### src/rtl/alu_issue_pipe.sv
// Single-issue ALU pipe: operand forwarding, a one-cycle EX stage for simple ops,
// a 16-cycle radix-4 iterative multiplier, and a WB register that drives the
// write port of an external 4x32 register bank.
module alu_issue_pipe #(
  parameter int DATA_W = 32
) (
  input  logic              clk,
  input  logic              rst,
  input  logic              in_valid,
  output logic              in_ready,
  input  logic [2:0]        op,
  input  logic [1:0]        sr1,
  input  logic [1:0]        sr2,
  input  logic [1:0]        dr,
  output logic [1:0]        rd_sr1,
  output logic [1:0]        rd_sr2,
  input  logic [DATA_W-1:0] rdData1,
  input  logic [DATA_W-1:0] rdData2,
  output logic              wr_en,
  output logic [1:0]        wr_dr,
  output logic [DATA_W-1:0] wr_data
);

  localparam logic [2:0] OP_ADD = 3'd0;
  localparam logic [2:0] OP_SUB = 3'd1;
  localparam logic [2:0] OP_AND = 3'd2;
  localparam logic [2:0] OP_OR  = 3'd3;
  localparam logic [2:0] OP_XOR = 3'd4;
  localparam logic [2:0] OP_SLT = 3'd5;
  localparam logic [2:0] OP_MUL = 3'd6;
  localparam logic [2:0] OP_NOP = 3'd7;

  typedef enum logic [1:0] {IDLE, EX1, MULT} state_t;

  state_t                    state, state_nxt;
  logic                      accept;
  logic                      ex_fwd;
  logic signed [DATA_W-1:0]  opa, opb;
  logic signed [DATA_W-1:0]  ex_res;
  logic        [DATA_W-1:0]  acc_nxt;

  logic                      vld_p1;
  logic        [2:0]         op_p1;
  logic        [1:0]         dr_p1;
  logic signed [DATA_W-1:0]  a_p1, b_p1;
  logic        [3:0]         cnt_p1;
  logic        [DATA_W-1:0]  acc_p1;

  // Single-cycle operations; SLT compares as signed, MUL/NOP produce nothing here.
  function automatic logic signed [DATA_W-1:0] alu_fn(input logic [2:0] f,
                                                      input logic signed [DATA_W-1:0] a,
                                                      input logic signed [DATA_W-1:0] b);
    logic signed [DATA_W-1:0] r;
    case (f)
      OP_ADD:  r = a + b;
      OP_SUB:  r = a - b;
      OP_AND:  r = a & b;
      OP_OR:   r = a | b;
      OP_XOR:  r = a ^ b;
      OP_SLT:  r = (a < b) ? DATA_W'(1) : '0;
      default: r = '0;
    endcase
    return r;
  endfunction

  // One radix-4 step: add 0/1/2/3 times the (already shifted) multiplicand.
  function automatic logic [DATA_W-1:0] mul_step(input logic [DATA_W-1:0] acc,
                                                 input logic [DATA_W-1:0] mcand,
                                                 input logic [1:0]        digit);
    logic [DATA_W-1:0] r;
    case (digit)
      2'd0:    r = acc;
      2'd1:    r = acc + mcand;
      2'd2:    r = acc + (mcand << 1);
      default: r = acc + mcand + (mcand << 1);
    endcase
    return r;
  endfunction

  assign rd_sr1   = sr1;
  assign rd_sr2   = sr2;
  assign in_ready = !rst && (state != MULT);
  assign accept   = in_valid && in_ready;
  assign ex_res   = alu_fn(op_p1, a_p1, b_p1);
  assign acc_nxt  = mul_step(acc_p1, $unsigned(a_p1), b_p1[1:0]);

  // Operand forwarding: live EX result first, then the pending WB write, then the bank.
  always_comb begin
    ex_fwd = (state == EX1) && vld_p1 && (op_p1 != OP_NOP);
    opa = $signed(rdData1);
    opb = $signed(rdData2);
    if (ex_fwd && (dr_p1 == sr1))      opa = ex_res;
    else if (wr_en && (wr_dr == sr1))  opa = $signed(wr_data);
    if (ex_fwd && (dr_p1 == sr2))      opb = ex_res;
    else if (wr_en && (wr_dr == sr2))  opb = $signed(wr_data);
  end

  // EX next-state: single-cycle ops stream through EX1, MUL parks in MULT for 16 cycles.
  always_comb begin
    state_nxt = state;
    case (state)
      IDLE, EX1: begin
        if (accept) state_nxt = (op == OP_MUL) ? MULT : EX1;
        else        state_nxt = IDLE;
      end
      MULT:    if (cnt_p1 == 4'd15) state_nxt = IDLE;
      default: state_nxt = IDLE;
    endcase
  end

  // EX state register.
  always_ff @(posedge clk) begin
    if (rst) state <= IDLE;
    else     state <= state_nxt;
  end

  // ---- issue -> EX (p1) control: valid and multiply step counter ----
  always_ff @(posedge clk) begin
    if (rst) begin
      vld_p1 <= 1'b0;
      cnt_p1 <= 4'd0;
      acc_p1 <= '0;
    end else if (accept) begin
      vld_p1 <= 1'b1;
      cnt_p1 <= 4'd0;
      acc_p1 <= '0;
    end else if (state == MULT) begin
      vld_p1 <= (cnt_p1 != 4'd15);
      cnt_p1 <= cnt_p1 + 4'd1;
      acc_p1 <= acc_nxt;
    end else begin
      vld_p1 <= 1'b0;
    end
  end

  // EX data: operands captured on accept; during MUL they become shift registers.
  always_ff @(posedge clk) begin
    if (accept) begin
      op_p1 <= op;
      dr_p1 <= dr;
      a_p1  <= opa;
      b_p1  <= opb;
    end else if (state == MULT) begin
      a_p1  <= a_p1 <<< 2;
      b_p1  <= b_p1 >> 2;
    end
  end

  // ---- EX -> WB (p2): write port, one-cycle pulse per retiring non-NOP ----
  always_ff @(posedge clk) begin
    if (rst) begin
      wr_en   <= 1'b0;
      wr_dr   <= 2'd0;
      wr_data <= '0;
    end else if ((state == EX1) && vld_p1 && (op_p1 != OP_NOP)) begin
      wr_en   <= 1'b1;
      wr_dr   <= dr_p1;
      wr_data <= ex_res;
    end else if ((state == MULT) && (cnt_p1 == 4'd15)) begin
      wr_en   <= 1'b1;
      wr_dr   <= dr_p1;
      wr_data <= acc_nxt;
    end else begin
      wr_en   <= 1'b0;
    end
  end

endmodule
### config.mk
export PLATFORM = sky130hd
export DESIGN_NAME = alu_issue_pipe
export DESIGN_NICKNAME = d
export VERILOG_FILES = /design/src/rtl/alu_issue_pipe.sv
export SDC_FILE = /design/constraint.sdc
export NUM_CORES = 1
export LEC_CHECK = 0
export CORE_MARGIN = 2
export CORE_UTILIZATION = 55
export DETAILED_ROUTE_END_ITERATION = 7
export GPL_TIMING_DRIVEN = 0
export PLACE_DENSITY = 0.75
export SETUP_SLACK_MARGIN = 0.15
export SLEW_MARGIN = 20
export SYNTH_ARGS = -nofsm -noshare
export SYNTH_HDL_FRONTEND = slang
export SYNTH_SLANG_ARGS = --single-unit
### constraint.sdc
create_clock -name clk -period 5.5 [get_ports clk]
set_input_delay 1.1 -clock clk [delete_from_list [all_inputs] [get_ports clk]]
set_output_delay 1.1 -clock clk [all_outputs]
set_load 0.05 [all_outputs]
==> results of run 1 <==
cell usage in the layout, fill, tap and decap left out, drive strengths merged, types with 18 or more instances in the layout:
| master | n |
|---|---|
| nand2 | 286 |
| a21oi | 228 |
| nor2 | 173 |
| o21ai | 166 |
| ha | 163 |
| inv | 135 |
| clkdlybuf4s50 | 115 |
| clkbuf | 109 |
| mux2i | 80 |
| dfxtp | 74 |
| edfxtp | 69 |
| buf | 54 |
| xnor2 | 49 |
| a21o | 48 |
| a211oi | 40 |
| nand3 | 39 |
| o211ai | 39 |
| nor3 | 39 |
| xor2 | 26 |
| o22ai | 24 |
| nand2b | 20 |
| a22oi | 19 |
| o21a | 18 |
| o21bai | 18 |
cells by family (layout without fill, tap and decap cells):
| group | after synthesis | in the layout | synth area share (%) |
|---|---|---|---|
| AOI/OAI and AO/OA | 740 | 740 | 30.3 |
| xor gates and xnor gates | 76 | 76 | 4.20 |
| adders and majority gates | 167 | 167 | 13.1 |
| buffers and inverters | 249 | 418 | 6.64 |
| DFF | 143 | 143 | 22.0 |
| muxes | 95 | 95 | 6.06 |
| other | 0 | 2 | 0 |
| and+or+nand+nor | 648 | 648 | 17.7 |
area by class of cell:
class | instances | area (sq um)
well taps | 384 | 480
flip-flops and latches | 143 | 3550
repair buffers | 137 | 1330
plain buffers | 124 | 613
diodes | 2 | 5.00
fillers | 2619 | 10200
clock buffers | 18 | 429
clock inverters | 14 | 141
multi-input cells | 1726 | 11700
inverters | 125 | 469
Yosys cell counts, types with 15 or more instances:
master	number
o22ai_1	24
buf_1	15
o21bai_1	17
o211ai_1	37
nor3_1	37
nor2_1	172
xor2_1	26
dfxtp_1	74
nand4_1	15
ha_1	163
nand2_1	285
a22oi_1	19
edfxtp_1	69
a21o_1	47
nand3_1	39
o21ai_0	153
xnor2_1	49
nand2b_1	20
a21oi_1	226
mux2i_1	80
o21a_1	18
o221ai_1	16
inv_1	123
a211oi_1	34
clkbuf_1	80
sequential cells by signal, indices dropped and copies added, names as in the netlist, 3 cells and up:
name / cells
op_p1: 3
b_p1: 32
cnt_p1: 4
a_p1: 32
acc_p1: 32
wr_data: 32
worst max-delay path, delay by kind of cell, from the launching register on:
kind	cells	cell delay, ns
AOI/OAI and AO/OA	6	1.21
buffers and inverters	5	1.34
DFF	1	0.45
xor gates and xnor gates	1	0.38
muxes	1	0.25
and+or+nand+nor	6	0.91
adders and majority gates	2	0.62
final timing paths:
path | startpoint | slack, ns | cells past startpoint | to
setup / recovery | b_p1[0]$_DFFE_PP_ | 0.27 | 21 | acc_p1[31]$_SDFFE_PP0P_
hold / removal | cnt_p1[1]$_SDFFE_PP0P_ | 0.48 | 2 | cnt_p1[1]$_SDFFE_PP0P_
setup reg to reg | b_p1[0]$_DFFE_PP_ | 0.27 | 21 | acc_p1[31]$_SDFFE_PP0P_
hold reg to reg | cnt_p1[1]$_SDFFE_PP0P_ | 0.48 | 2 | cnt_p1[1]$_SDFFE_PP0P_
timing repair:
item | CTS | global route
endpoints found under the hold margin | 0 | 0
setup buffers | 1 | 20
gates cloned | 0 | 0
gates resized for setup | 2 | 28
pin swaps | 1 | 7
endpoints found under the setup margin | 10 | 26
routing by layer:
metal | wire length [microns] | vias up | track usage (%)
li1 | - | 8027 | -
met1 | 25300 | 8396 | 53.8
met2 | 29400 | 1225 | 65.5
met3 | 6840 | 226 | 5.71
met4 | 3530 | 2 | 20.4
met5 | 8 | - | 0
report_power, final:
group          switching (mW)  total [mW]  internal (mW)
logic                   0.937        1.50          0.560
clock network           0.557        1.16          0.605
registers              0.0708        1.24           1.17
through the flow:
stage	area, sq um	instances	util (%)	TNS (ns)
final	18700	2673	64.7	0
after global routing	18700	2673	64.7	0
after CTS	18400	2651	63.8	0
after detailed placement	17800	2618	61.8	0
after global placement	17800	2617	61.7	-9.66
after floorplan	16200	2118	-	0
==> metrics.md, run 1 <==
| Metric | Value |
|---|---|
| Status | `finished, violations left` |
| Failing checks | `design-rule violations` |
| Post-synth EDFFs | `69` |
| Drt pass-1 iters | `8` |
| Req. time, crit path | `5.88 ns` |
| GPL Wtd Cong | `1.02` |
| DRT antenna net count | `0` |
| Max Cap Viol | `0` |
| Worst Clk Skew | `0.0226 ns` |
| WL/cell | `24.4 microns` |
| Routed wire length | `65100 microns` |
| Final min period | `5.23 ns` |
| Slowest stage cell on the critical path | `clkbuf_1` |
| Number of clock sinks | `143` |
| Arrival time at the worst endpoint | `5.61 ns` |
| Root Driver | `clkbuf_16` |
| CTS H-tree depth | `4` |
| Worst-path clk slew | `0.08 ns` |
| Cell area power density | `209 nW/um^2` |
| Max rail drop VDD | `0.229 mV` |
| Core area | `28900 sq um` |
| Vias in the first global route | `16400` |
| # IOs | `116` |
| Element type at the critical path start | `register` |
| Worst Hold Slack | `0.484 ns` |
| Final Power | `3.90 mW` |
| Row count | `62` |
| Critical-path maximum fanout | `10` |
| CTS Hold Buffers Added | `0` |
| Register area share after synthesis | `22.0%` |
| Die ar. | `30800 sq um` |
| First-pass GRT wire length | `96400 microns` |
| Post-Syn Area | `16200 sq um` |
| Primary FF master, synth | `dfxtp_1` |
| Synth Register Bits | `143` |
| Initial Util | `56.1%` |
| Static Leak | `8.17 nW` |
| Fmax | `191 MHz` |
| Via count | `17900` |
| Die X | `176 microns` |
| P&R area growth vs syn | `15.5%` |
| Cell taking the most area after synthesis | `edfxtp_1` |
| Synth top area share | `12.8%` |
| Crit path top cell by count | `nand2_1` |
| Setup crit end kind | `register` |
| Slowest Stage Delay on Critical Path | `0.54 ns` |
| Remaining Overflow, GRT | `0` |
| Total track usage | `40.8%` |
| Residual DRC | `3` |
| Critical path cell sequence | `clkbuf_2, inv_1, clkbuf_1, nand2_1, clkbuf_1, nand2_1, nand2_1, ha_1, inv_1, fa_1, nand2b_1, a21oi_1, o21ai_2, o211ai_2, a221oi_2, or2_1, o21ai_2, mux2i_1, xnor3_1, o21a_1, nor2_1` |
| Avg Inst Size Synth | `7.64 sq um` |
| DR vias/cell | `6.69` |
| Largest net degree at the start of global routing | `35` |
| Ratio of cells with drive above 1 in the final layout | `7.83%` |
| Tcrit/Tclk final | `95.0%` |
| DP Worst Slack | `0.00904 ns` |
| Cts bufs inserted | `17` |
| Cell variety after synth | `106` |
| Top post-synthesis cells by area | `edfxtp_1 13%, ha_1 13%, dfxtp_1 9.2%, a21oi_1 7.0%, nand2_1 6.6%` |
| Final WS setup | `0.273 ns` |
| Async SR Flop Fraction | `0%` |
| Chip Height | `176 microns` |
| Syn. warnings | `0` |
| Post-layout nets | `2517` |
| Detailed placer's ending HPWL | `52500 microns` |
| # setup viols final | `0` |
| 1st-iter DRT viols | `2754` |
| Worst skew pair latency | `0.45 ns` |
| Critical path type | `register to register` |
| Hold crit path type | `register to register` |
| Final max-slew violation count | `0` |
| CTS tree | `done` |
| Slew margin rel. | `17.3%` |
| Antenna violations before repair | `3` |
| Cells after Synth | `2118` |
| Mapped Nets | `2361` |
| Max clock buf depth | `2` |
| RSZ-0062 raised after global routing | `yes` |
| Final Hold Vio Count | `0` |
| Worst-margin pin slew | `1.23 ns` |
| IO buf count | `115` |
(Power assumes the default switching activity.)
==> run 2, diff against run 1 <==
--- a/config.mk
+++ b/config.mk
@@ -10,6 +10,7 @@
 export DETAILED_ROUTE_END_ITERATION = 7
 export GPL_TIMING_DRIVEN = 0
 export PLACE_DENSITY = 0.75
+export REMOVE_ABC_BUFFERS = 1
 export SETUP_SLACK_MARGIN = 0.15
 export SLEW_MARGIN = 20
 export SYNTH_ARGS = -nofsm -noshare
==> constraint.sdc (replaced) <==
create_clock -name clk -period 6 [get_ports clk]
set_input_delay 1.2 -clock clk [delete_from_list [all_inputs] [get_ports clk]]
set_output_delay 1.2 -clock clk [all_outputs]
set_load 0.05 [all_outputs]
==> metrics.md, run 2 (same netlist as run 1, synthesis figures left out) <==
| Metric | Value |
|---|---|
| CTS tree | `done` |
| Worst Clk Skew | `0.0110 ns` |
| RSZ-0062 raised after global routing | `no` |
| # IOs | `116` |
| Cts bufs inserted | `17` |
| Total track usage | `36.7%` |
| Ratio of cells with drive above 1 in the final layout | `6.47%` |
| Largest delay share family, worst path | `compound AO/OA/AOI/OAI gates` |
| GPL Wtd Cong | `0.953` |
| Max Cap Viol | `0` |
| Remaining Overflow, GRT | `0` |
| Final min period | `5.47 ns` |
| Element type at the critical path start | `register` |
| CTS Hold Buffers Added | `0` |
| Chip Height | `176 microns` |
| Detailed placer's ending HPWL | `44000 microns` |
| Post-CTS setup buffers | `0` |
| Final Power | `3.52 mW` |
| Row count | `62` |
| First-pass GRT wire length | `88900 microns` |
| Hold crit path type | `register to register` |
| Max rail drop VDD | `0.220 mV` |
| Crit path to | `acc_p1[31]$_SDFFE_PP0P_` |
| Slew margin rel. | `22.4%` |
| Setup TNS | `0 ns` |
| Seq pwr share | `32.5%` |
| Crit path top cell by count | `nand2_1` |
| Drt pass-1 iters | `6` |
| Post-layout nets | `2393` |
| Routed wire length | `57700 microns` |
| WL/cell | `22.7 microns` |
| DRT antenna net count | `0` |
| Post-CTS Resized | `0` |
| Logic pwr share | `36.6%` |
| Final max-slew violation count | `0` |
| Largest net degree at the start of global routing | `60` |
| 1st-iter DRT viols | `2495` |
| Switch share | `37.0%` |
| Cell area after placement | `17700 sq um` |
| Antenna diode instance count | `0` |
| Cell-internal power | `2.22 mW` |
| Slowest stage cell on the critical path | `edfxtp_1` |
| Met2 WL | `25600 microns` |
| Max clock buf depth | `2` |
| Vias in the first global route | `16000` |
| Antenna violations before repair | `0` |
| Critical path cell sequence | `ha_1, and2_1, nand4_1, a21oi_1, o21ai_0, and4_1, o31ai_1, a21oi_1, xnor2_1, nand2_1, nand2_1, ha_1, nand2_1, o21ai_0, a221oi_1, nand3_1, a221oi_2, or2_1, o21ai_1, mux2i_1, xnor3_1, o21a_1, nor2_1` |
| Final Hold Vio Count | `0` |
| Initial Util | `56.1%` |
| Fmax | `183 MHz` |
| Req. time, crit path | `6.37 ns` |
| Number of fill cells | `2614` |
| Fin util | `63.5%` |
| Reg2reg setup slack | `0.53 ns` |
| R2r startpoint | `a_p1[8]$_DFFE_PP_` |
| Arrival time at the worst endpoint | `5.84 ns` |
| Worst-margin pin slew | `1.16 ns` |
| Tcrit/Tclk final | `91.1%` |
| Root Driver | `clkbuf_16` |
| # setup viols final | `0` |
| Commonest cells after routing, fill and taps aside | `281 x nand2_1, 226 x a21oi_1, 168 x nor2_1` |
| Metal-1 WL | `24400 microns` |
| Status | `finished clean` |
| Final instance area | `18300 sq um` |
| Cell area power density | `192 nW/um^2` |
| Crit path launch | `a_p1[8]$_DFFE_PP_` |
| Via count | `17100` |
| P_sw | `1.30 mW` |
| Met3 WL | `5280 microns` |
| CP Depth | `23` |
| P&R area growth vs syn | `13.2%` |
| R2R depth | `23` |
| Critical path type | `register to register` |
| DR vias/cell | `6.70` |
| CTS H-tree depth | `4` |
| Static Leak | `7.99 nW` |
| Residual DRC | `0` |
| IO buf count | `115` |
| Number of clock sinks | `143` |
| Die ar. | `30800 sq um` |
| DR top layer | `met4` |
| Critical-path maximum fanout | `6` |
| Worst skew pair latency | `0.44 ns` |
| Clock Power Share | `30.9%` |
| Die X | `176 microns` |
| Slowest Stage Delay on Critical Path | `0.59 ns` |
| Buf+Inv Stages, Crit Path | `0` |
| Worst-path clk slew | `0.06 ns` |
| Core area | `28900 sq um` |
| Reg-to-reg endpoint | `acc_p1[31]$_SDFFE_PP0P_` |
| Commonest non-fill, non-tap cell in the layout | `nand2_1` |
| Setup crit end kind | `register` |
| Worst Hold Slack | `0.480 ns` |
run 2: power groups by stage:
stage	registers [mW]	logic, mW	clock network (mW)
3_3_place_gp	1.18	1.18	0
5_1_grt	1.14	1.39	1.11
6_report	1.14	1.29	1.09
4_1_cts	1.14	1.25	1.08
3_5_place_dp	1.16	1.24	0
2_1_floorplan	1.15	0.845	0
run 2: layout make-up:
class,instances,area (sq um),share of cell area (%)
Clock buffer,28,539,2.94
Clock inverter,4,47.5,0.260
Inverter,125,469,2.56
Multi-Input combinational cell,1727,11700,63.7
Sequential cell,143,3550,19.4
Tap cell,384,480,2.62
Timing Repair Buffer,136,1570,8.55
run 2: per-stage QoR:
step	instances	setup slack, ns
3_3_place_gp	2493	-1.82
2_1_floorplan	1994	0.468
4_1_cts	2546	0.397
5_1_grt	2547	0.162
6_report	2547	0.533
3_5_place_dp	2514	0.447
run 2: how the worst min path moves through the flow:
stage,startpoint,slack (ns),depth (start not counted),endpoint
6_report,cnt_p1[1]$_SDFFE_PP0P_,0.48,2,cnt_p1[1]$_SDFFE_PP0P_
3_5_place_dp,cnt_p1[1]$_SDFFE_PP0P_,0.47,2,cnt_p1[1]$_SDFFE_PP0P_
4_1_cts,cnt_p1[1]$_SDFFE_PP0P_,0.48,2,cnt_p1[1]$_SDFFE_PP0P_
2_1_floorplan,cnt_p1[1]$_SDFFE_PP0P_,0.45,2,cnt_p1[1]$_SDFFE_PP0P_
5_1_grt,cnt_p1[1]$_SDFFE_PP0P_,0.52,2,cnt_p1[1]$_SDFFE_PP0P_
3_3_place_gp,cnt_p1[1]$_SDFFE_PP0P_,0.46,2,cnt_p1[1]$_SDFFE_PP0P_
run 2: tightest hold or removal path, cell delays in order, from the launching register on:
cell	delay, ns
dfxtp_1	0.33
nand2_1	0.06
a21oi_1	0.05
run 2: routing by layer:
metal  global-route usage (%)  vias up
met5                        0        -
met4                     16.5        0
met3                     4.74      162
met2                     57.5      955
met1                     50.5     8169
li1                         -     7781
==> run 3, diff against run 2 <==
--- a/config.mk
+++ b/config.mk
@@ -5,10 +5,12 @@
 export SDC_FILE = /design/constraint.sdc
 export NUM_CORES = 1
 export LEC_CHECK = 0
+export CORE_ASPECT_RATIO = 0.9
 export CORE_MARGIN = 2
 export CORE_UTILIZATION = 55
 export DETAILED_ROUTE_END_ITERATION = 7
 export GPL_TIMING_DRIVEN = 0
+export HOLD_SLACK_MARGIN = 0.03
 export PLACE_DENSITY = 0.75
 export REMOVE_ABC_BUFFERS = 1
 export SETUP_SLACK_MARGIN = 0.15
==> metrics.md, run 3 (same netlist as run 1, synthesis figures left out) <==
| Metric | Value |
|---|---|
| # setup viols final | `0` |
| Cell-internal power | `2.14 mW` |
| Final instance area | `18300 sq um` |
| FF/Latch Area | `3550 sq um` |
| Worst Hold Slack | `0.483 ns` |
| Chip Height | `167 microns` |
| Final min period | `5.57 ns` |
| Reg2reg setup slack | `0.43 ns` |
| Vias in the first global route | `15500` |
| Residual DRC | `0` |
| Root Driver | `clkbuf_16` |
| # IOs | `116` |
| Antenna diode instance count | `0` |
| Routed wire length | `57800 microns` |
| WL/cell | `22.6 microns` |
| Reg-to-reg endpoint | `acc_p1[31]$_SDFFE_PP0P_` |
| DR vias/cell | `6.65` |
| Final Hold Vio Count | `0` |
| Ratio of cells with drive above 1 in the final layout | `6.97%` |
| Cell area after placement | `17800 sq um` |
| Element type at the critical path start | `register` |
| R2R depth | `22` |
| Tcrit/Tclk final | `92.8%` |
| GPL Wtd Cong | `0.986` |
| GR Layer Usage met3 | `5.07%` |
| DP Worst Slack | `0.401 ns` |
| Post-layout nets | `2396` |
| Fmax | `180 MHz` |
| Core area | `28900 sq um` |
| Status | `finished clean` |
| Clock Power Share | `29.4%` |
| P_sw | `1.34 mW` |
| Worst-path clk slew | `0.07 ns` |
| Arrival time at the worst endpoint | `5.93 ns` |
| Remaining Overflow, GRT | `0` |
| Total track usage | `36.8%` |
| RSZ-0062 raised after global routing | `no` |
| Row count | `59` |
| Drt pass-1 iters | `6` |
| R2r startpoint | `a_p1[0]$_SDFFCE_PN0P_` |
| Fin util | `63.3%` |
| Setup TNS | `0 ns` |
| Critical-path maximum fanout | `6` |
| Max Cap Viol | `0` |
| 1st-iter DRT viols | `2426` |
| CTS H-tree depth | `4` |
| Static Leak | `8.01 nW` |
| Worst-margin pin slew | `1.20 ns` |
| Number of clock sinks | `143` |
| Detailed placer's ending HPWL | `44800 microns` |
| Cts bufs inserted | `17` |
| Slew margin rel. | `18.8%` |
| Largest net degree at the start of global routing | `60` |
| Commonest cells after routing, fill and taps aside | `281 x nand2_1, 225 x a21oi_1, 168 x nor2_1` |
| Die ar. | `30800 sq um` |
| Final WS setup | `0.430 ns` |
| Area of the multi-input gates | `11700 sq um` |
| Hold crit path type | `register to register` |
| Number of fill cells | `2596` |
| Antenna violations before repair | `0` |
| Seq pwr share | `32.8%` |
| Final max-slew violation count | `0` |
| Logic pwr share | `37.7%` |
| Setup crit end kind | `register` |
| P&R area growth vs syn | `13.3%` |
| Via count | `17000` |
| IO buf count | `115` |
| Crit path launch | `a_p1[0]$_SDFFCE_PN0P_` |
| DRT antenna net count | `0` |
| CTS tree | `done` |
| Max rail drop VDD | `0.155 mV` |
| Max clock buf depth | `2` |
| Critical path type | `register to register` |
| Worst Clk Skew | `0.0138 ns` |
| Die X | `185 microns` |
| Most used routing layer | `met2` |
| Commonest non-fill, non-tap cell in the layout | `nand2_1` |
| Cell area power density | `190 nW/um^2` |
| GR Util met1 | `54.1%` |
| Req. time, crit path | `6.36 ns` |
| Grt met2 use | `55.6%` |
| First-pass GRT wire length | `88500 microns` |
| Worst skew pair latency | `0.44 ns` |
| Switch share | `38.5%` |
| Initial Util | `55.9%` |
| Min-delay src | `cnt_p1[1]$_SDFFE_PP0P_` |
| Crit path to | `acc_p1[31]$_SDFFE_PP0P_` |
## run 3: cell count changes in the layout (fill, tap and decap cells not counted), sizes merged
cell	change
buf	+4
nor2	-1
inv	+8
clkbuf	-8
bufinv	-1
## run 3: final cells by class
| cell class | count | area share (%) |
|---|---|---|
| clock buffer | 20 | 2.57 |
| clock inverter | 11 | 0.416 |
| inverter | 125 | 2.56 |
| multi-input combinational | 1726 | 63.6 |
| sequential | 143 | 19.4 |
| tap | 396 | 2.70 |
| timing repair buffer | 140 | 8.76 |
## run 3: worst max-delay path: stages (launching register included)
cell	delay [ns]
edfxtp_1	0.48
ha_1	0.28
fa_1	0.45
a211oi_2	0.25
o21ai_1	0.18
o221ai_2	0.30
a21oi_1	0.17
nor3_2	0.31
a21oi_1	0.20
a31oi_1	0.23
xor2_1	0.27
o21ai_0	0.14
ha_1	0.41
a21o_1	0.16
nand2_1	0.09
nand3_1	0.15
a221oi_2	0.07
or2_1	0.26
o21ai_2	0.23
mux2i_1	0.26
xnor3_1	0.36
o21a_1	0.18
nor2_1	0.07
## run 3: worst min path at each step
stage / to / cells after the start
floorplan: cnt_p1[1]$_SDFFE_PP0P_ / 2
global placement: cnt_p1[1]$_SDFFE_PP0P_ / 2
detailed placement: cnt_p1[1]$_SDFFE_PP0P_ / 2
CTS: cnt_p1[1]$_SDFFE_PP0P_ / 2
global route: cnt_p1[1]$_SDFFE_PP0P_ / 2
finish: cnt_p1[1]$_SDFFE_PP0P_ / 2
## run 3: timing repair
action                                 CTS  global route
gates resized for setup                  0             4
hold buffers                             0             0
endpoints found under the hold margin    0             0
setup endpoints to repair                0             2
buffers inserted                         0             1
## run 3: power groups by stage
| stage | combinational, mW | sequential, mW | clock, mW |
|---|---|---|---|
| 6_report | 1.31 | 1.14 | 1.02 |
| 5_1_grt | 1.42 | 1.14 | 1.05 |
| 4_1_cts | 1.27 | 1.14 | 1.01 |
| 3_5_place_dp | 1.26 | 1.16 | 0 |
| 3_3_place_gp | 1.19 | 1.18 | 0 |
| 2_1_floorplan | 0.845 | 1.15 | 0 |
## run 3: metal layers
layer | up-vias | share of wire [%]
li1 | 7767 | -
met1 | 8084 | 43
met2 | 1063 | 43
met3 | 125 | 10
met4 | 0 | 3.4
met5 | - | 0
## run 3: metrics by stage
step | instances | power [mW]
after global placement | 2505 | 2.37
after global routing | 2561 | 3.61
after CTS | 2560 | 3.42
after floorplan | 1994 | 2.00
after detailed placement | 2529 | 2.42
final | 2561 | 3.47
